`src/rtl/fetch_unit_if.sv`:
```
// Bundle of the fetch stage's external signals: the instruction-memory
// strobe/acknowledge port, the execute-stage redirect input and the decode
// valid/ready handshake.
//   master : used by fetch_unit (drives o_* signals, samples i_* signals)
//   slave  : used by the environment (memory, execute, decode)
interface fetch_unit_if;
  logic [31:0] o_imem_addr;
  logic        o_imem_stb;
  logic        i_imem_ack;
  logic [31:0] i_imem_data;
  logic        i_redirect;
  logic [31:0] i_redirect_pc;
  logic        o_valid;
  logic        i_ready;
  logic [31:0] o_instr;
  logic [31:0] o_pc;
  logic        o_fault;

  modport master (
    output o_imem_addr, o_imem_stb,
    input  i_imem_ack, i_imem_data,
    input  i_redirect, i_redirect_pc,
    output o_valid,
    input  i_ready,
    output o_instr, o_pc, o_fault
  );

  modport slave (
    input  o_imem_addr, o_imem_stb,
    output i_imem_ack, i_imem_data,
    output i_redirect, i_redirect_pc,
    input  o_valid,
    output i_ready,
    input  o_instr, o_pc, o_fault
  );
endinterface

```
`src/rtl/fetch_unit.sv`:
```
// Instruction fetch stage. Owns the fetch PC, requests words from instruction
// memory with a strobe/acknowledge port, buffers {pc, instr} pairs in a small
// FIFO and hands them to decode through a valid/ready handshake. A redirect
// flushes the FIFO and restarts fetch; a misaligned redirect target parks the
// stage in a fault state until an aligned redirect arrives.
// Ports:
//   clk   : rising-edge clock
//   rst_n : synchronous, active-low reset
//   bus   : fetch_unit_if.master (imem request, redirect, decode handshake, fault)
module fetch_unit #(
  parameter logic [31:0] RESET_PC = 32'h0000_0000,
  parameter int unsigned DEPTH    = 2
) (
  input  logic         clk,
  input  logic         rst_n,
  fetch_unit_if.master bus
);

  localparam int unsigned AW = (DEPTH > 1) ? $clog2(DEPTH) : 1;
  localparam int unsigned CW = AW + 1;
  localparam logic [CW-1:0] FULL = CW'(DEPTH);

  typedef enum logic {
    RUN   = 1'b0,
    FAULT = 1'b1
  } state_t;

  state_t        state, state_next;
  logic [31:0]   fpc;
  logic [31:0]   fifo_pc    [DEPTH];
  logic [31:0]   fifo_instr [DEPTH];
  logic [AW-1:0] rd_ptr, wr_ptr;
  logic [CW-1:0] count;

  logic stb, valid, push, pop, aligned;

  // stb depends only on registered state, so redirect/ready cannot reach it
  // combinationally.
  always_comb begin
    stb     = (state == RUN) && (count < FULL);
    valid   = (state == RUN) && (count != '0);
    push    = stb && bus.i_imem_ack;
    pop     = valid && bus.i_ready;
    aligned = (bus.i_redirect_pc[1:0] == 2'b00);
  end

  always_comb begin
    state_next = state;
    if (bus.i_redirect) begin
      state_next = aligned ? RUN : FAULT;
    end
  end

  always_ff @(posedge clk) begin
    if (!rst_n) begin
      state <= RUN;
    end else begin
      state <= state_next;
    end
  end

  // Redirect discards any same-cycle capture or pop: pointers and count
  // simply restart from zero.
  always_ff @(posedge clk) begin
    if (!rst_n) begin
      fpc    <= RESET_PC;
      rd_ptr <= '0;
      wr_ptr <= '0;
      count  <= '0;
    end else if (bus.i_redirect) begin
      fpc    <= bus.i_redirect_pc;
      rd_ptr <= '0;
      wr_ptr <= '0;
      count  <= '0;
    end else begin
      if (push) begin
        wr_ptr <= wr_ptr + AW'(1);
        fpc    <= fpc + 32'd4;
      end
      if (pop) begin
        rd_ptr <= rd_ptr + AW'(1);
      end
      case ({push, pop})
        2'b10:   count <= count + CW'(1);
        2'b01:   count <= count - CW'(1);
        default: count <= count;
      endcase
    end
  end

  // Storage needs no reset; entries are only visible through count.
  always_ff @(posedge clk) begin
    if (push) begin
      fifo_pc[wr_ptr]    <= fpc;
      fifo_instr[wr_ptr] <= bus.i_imem_data;
    end
  end

  // Outputs are forced to their idle values while reset is held so they are
  // defined even before the first reset edge.
  always_comb begin
    bus.o_imem_stb  = rst_n && stb;
    bus.o_imem_addr = rst_n ? fpc : RESET_PC;
    bus.o_valid     = rst_n && valid;
    bus.o_fault     = rst_n && (state == FAULT);
    bus.o_instr     = '0;
    bus.o_pc        = '0;
    if (rst_n && (count != '0)) begin
      bus.o_instr = fifo_instr[rd_ptr];
      bus.o_pc    = fifo_pc[rd_ptr];
    end
  end

endmodule

```
`src/flat_wrapper.sv`:
```
// flat-port wrapper written by rule: the top's interface ports become plain ports
module fetch_unit_flat 
#(
  parameter logic [31:0] RESET_PC = 32'h0000_0000,
  parameter int unsigned DEPTH    = 2
)
  (clk, rst_n, bus_o_imem_addr, bus_o_imem_stb, bus_i_imem_ack, bus_i_imem_data, bus_i_redirect, bus_i_redirect_pc, bus_o_valid, bus_i_ready, bus_o_instr, bus_o_pc, bus_o_fault);
  fetch_unit_if bus_i ();
  input  logic clk;
  input  logic rst_n;
  output wire logic [$bits(bus_i.o_imem_addr)-1:0] bus_o_imem_addr;
  output wire logic [$bits(bus_i.o_imem_stb)-1:0] bus_o_imem_stb;
  input wire logic [$bits(bus_i.i_imem_ack)-1:0] bus_i_imem_ack;
  input wire logic [$bits(bus_i.i_imem_data)-1:0] bus_i_imem_data;
  input wire logic [$bits(bus_i.i_redirect)-1:0] bus_i_redirect;
  input wire logic [$bits(bus_i.i_redirect_pc)-1:0] bus_i_redirect_pc;
  output wire logic [$bits(bus_i.o_valid)-1:0] bus_o_valid;
  input wire logic [$bits(bus_i.i_ready)-1:0] bus_i_ready;
  output wire logic [$bits(bus_i.o_instr)-1:0] bus_o_instr;
  output wire logic [$bits(bus_i.o_pc)-1:0] bus_o_pc;
  output wire logic [$bits(bus_i.o_fault)-1:0] bus_o_fault;
  assign bus_o_imem_addr = bus_i.o_imem_addr;
  assign bus_o_imem_stb = bus_i.o_imem_stb;
  assign bus_i.i_imem_ack = bus_i_imem_ack;
  assign bus_i.i_imem_data = bus_i_imem_data;
  assign bus_i.i_redirect = bus_i_redirect;
  assign bus_i.i_redirect_pc = bus_i_redirect_pc;
  assign bus_o_valid = bus_i.o_valid;
  assign bus_i.i_ready = bus_i_ready;
  assign bus_o_instr = bus_i.o_instr;
  assign bus_o_pc = bus_i.o_pc;
  assign bus_o_fault = bus_i.o_fault;
  fetch_unit #(.RESET_PC(RESET_PC), .DEPTH(DEPTH)) u_core (.clk(clk), .rst_n(rst_n), .bus(bus_i));
endmodule
```
`config.mk`:
```
export PLATFORM = sky130hd
export DESIGN_NAME = fetch_unit_flat
export DESIGN_NICKNAME = d
export VERILOG_FILES = /design/src/rtl/fetch_unit_if.sv /design/src/rtl/fetch_unit.sv /design/src/flat_wrapper.sv
export SDC_FILE = /design/constraint.sdc
export NUM_CORES = 1
export LEC_CHECK = 0
export ABC_AREA = 0
export ABC_CLOCK_PERIOD_IN_PS = 8370
export CORE_UTILIZATION = 27
export DETAILED_ROUTE_END_ITERATION = 12
export HOLD_SLACK_MARGIN = 0.03
export PLACE_DENSITY = 0.56
export SETUP_SLACK_MARGIN = 0.1
export SLEW_MARGIN = 15
export SYNTH_ARGS = -nofsm -noshare
export SYNTH_HDL_FRONTEND = slang
export SYNTH_SLANG_ARGS = --single-unit
```
`constraint.sdc`:
```
create_clock -name clk -period 8.37 [get_ports clk]
set_input_delay 2.511 -clock clk [delete_from_list [all_inputs] [get_ports clk]]
set_output_delay 2.511 -clock clk [all_outputs]
set_load 0.02 [all_outputs]
```
==> metrics <==
outcome=complete, no violations; # nets final=800; Yosys top cell area share=54.0%; Yosys warnings=0; Num Clock Sinks=~170; Most used DFF post-synth=edfxtp_1; chip height=164 um; initial core utilization=between 20 and 30%; post-synth net total=642; synth unique cells=42; count of cells resized by post-cts repair=0; period utilisation layout=between 80% and 90%; most common cell after layout, fill and taps aside=clkdlybuf4s50_1; Inserted Diodes=0; setup TNS=0 ns; post-CTS setup buffers=0; clk buf depth=2; final wirelength=18100 um; CTS clk-pin slew, worst paths=0.06 ns; Die X=~160 um; Final GP Congestion=0.693; vias in the first global route=4817; Synth Area in Compound Gates=6.22%; clk_skew=0.0134 ns; slew at the pin closest to its max-slew limit=1.00 ns; cts bufs inserted=17; adder-cell share of the synthesized area=0.351%; WL/cell=16.8 um; initial antenna violation count=0; CP Max Fanout=between 60 and 70; worst path arrival time=4.46 ns; CTS H-tree lvls=4; Peak VDD IR=121 uV; CORE AREA=26000 sq um; initial DRC count=292; largest net degree at the start of global routing=66; # IOs=around 170; die area=~27000 sq um; total gr overflow=0; largest family of logic cells by synthesized area=simple AND/OR/NAND/NOR gates; Final setup viols=0; total power=1.91 mW; Crit Path Category=primary input to output pin; global-route wire length before repair=27500 um; Slew Limit Fails=0; Total GRT Usage=13.7%; Critical Path Start Type=primary input; Buffers on Ports=about 170; row count=59; DRT Pass-1 Iters=4; Worst slew margin=between 30% and 40%; register area share after synthesis=between 60 and 70%; Power Dens Cells=197 nW/um^2; clk root buf=clkbuf_16; Mapped Avg Cell Area=12.5 sq um; clk_lat worst skew=0.43 ns; DR vias/cell=4.67; most frequent cells in the layout=166 x clkdlybuf4s50_1, 128 x edfxtp_1, 75 x nor2_1; antenna-violating nets left=0; top cells by area, synth=edfxtp_1 54%, dfxtp_1 11%, mux2i_1 9.3%, nor2_1 4.0%, and2_1 3.2%; # hold bufs at CTS=0; Post-synth ARST share=0%; Req. time, crit path=5.86 ns; final worst path period need=6.97 ns; cell taking the most area after synthesis=edfxtp_1; layout cell share with drive strength beyond 1=6.33%; Seq cells post-synth=166; Hold Path Class=flop to flop; max cap viols=0; DRC=0; filler cell count=2550; Worst setup EP type=output pin; xor and xnor area share after synthesis=1.48%; f_max=0.144 GHz; Post-Synth Simple-Gate Area=15.9%; DP HPWL=11500 um; hold slack final=0.489 ns; Syn Inst Count=571; CTS tree=built; area growth from synthesis to layout=36.5%; mux cell area share after synthesis=9.28%; area of the multi-input gates=2390 sq um; RSZ-0062 raised after global routing=no; Mapped Area=7120 sq um; Via Count=5030; Hold Vio Cnt, Final=0; leak pwr=between 3 and 4 nW; register area=4610 sq um; reg2reg setup slack=5.51 ns; EDFF count, synth=128
==> synthesized netlist by cell type, drive strengths merged (2+ instances only) <==
cell    count
edfxtp    128
nor2       76
mux2i      66
dfxtp      38
and2       37
o21ai      31
clkbuf     29
nand2      16
nand3      14
a31oi      11
or4        11
a21oi      10
nand4      10
nor3        9
and3        8
o31ai       8
xnor2       8
or3         7
and4        6
buf         5
inv         5
nand2b      4
nor2b       4
nor3b       4
xor2        4
nor4        3
o211a       3
a32oi       2
ha          2
o311a       2
or4b        2
==> where the power goes <==
part	internal (mW)	total, mW	switching, mW
sequential	0.935	0.967	0.0319
combinational	0.0886	0.183	0.0940
clock	0.417	0.763	0.346
==> worst paths after layout <==
kind / start / end / cells after the start
worst min-delay path: u_core.fpc[0]$_SDFFE_PN0P_ / u_core.fifo_pc[1][0]$_DFFE_PP_ / 0
worst max register to register: u_core.count[1]$_SDFFE_PP0P_ / u_core.fpc[28]$_SDFFE_PN0P_ / 5
worst max-delay path: rst_n / bus_o_valid / 5
worst min register to register: u_core.fpc[0]$_SDFFE_PN0P_ / u_core.fifo_pc[1][0]$_DFFE_PP_ / 0
==> layout make-up <==
type                            instances  share of cell area, %
Clock inverter                         15                   1.51
Timing Repair Buffer                  173                   17.6
Multi-Input combinational cell        365                   24.5
Sequential cell                       166                   47.4
Tap cell                              335                   4.31
Clock buffer                           17                   4.38
Inverter                                6                  0.232
==> stage by stage <==
stage | instance area (sq um) | cells | util (%) | setup WS (ns)
floorplan | 7120 | 571 | - | 2.04
global placement | 9150 | 1045 | 35.2 | 1.35
detailed placement | 9150 | 1045 | 35.2 | 1.34
CTS | 9720 | 1077 | 37.4 | 1.34
global route | 9720 | 1077 | 37.4 | 1.19
finish | 9720 | 1077 | 37.4 | 1.40
==> critical path, cell delays in order <==
cell and delay (ns):
buf_2 0.47, o21ai_4 0.09, buf_4 0.37, nor2_1 0.33, clkdlybuf4s50_1 0.66
==> registers in the layout, summed over array words and instances (netlist names), named ones only <==
name	flops
u_core.rd_ptr	1
u_core.fpc	32
u_core.state	1
u_core.fifo_instr	64
u_core.count	2
u_core.fifo_pc	64
u_core.wr_ptr	1
==> routing by layer <==
layer  wire length (um)  GRT usage, %
met1               8470          18.3
met2               8440          21.7
met3               1030          3.64
met4                151          3.63
met5                  0             0
==> logic make-up (layout without fill, tap and decap cells) <==
kind of cell / Yosys count / after routing
xor gates and xnor gates: 12 / 12
muxes: 66 / 66
DFF: 166 / 166
buffers and inverters: 40 / 211
adders and majority gates: 2 / 2
and+or+nand+nor: 213 / 213
AOI/OAI and AO/OA: 72 / 72
Power figures use the tool's default switching activity.
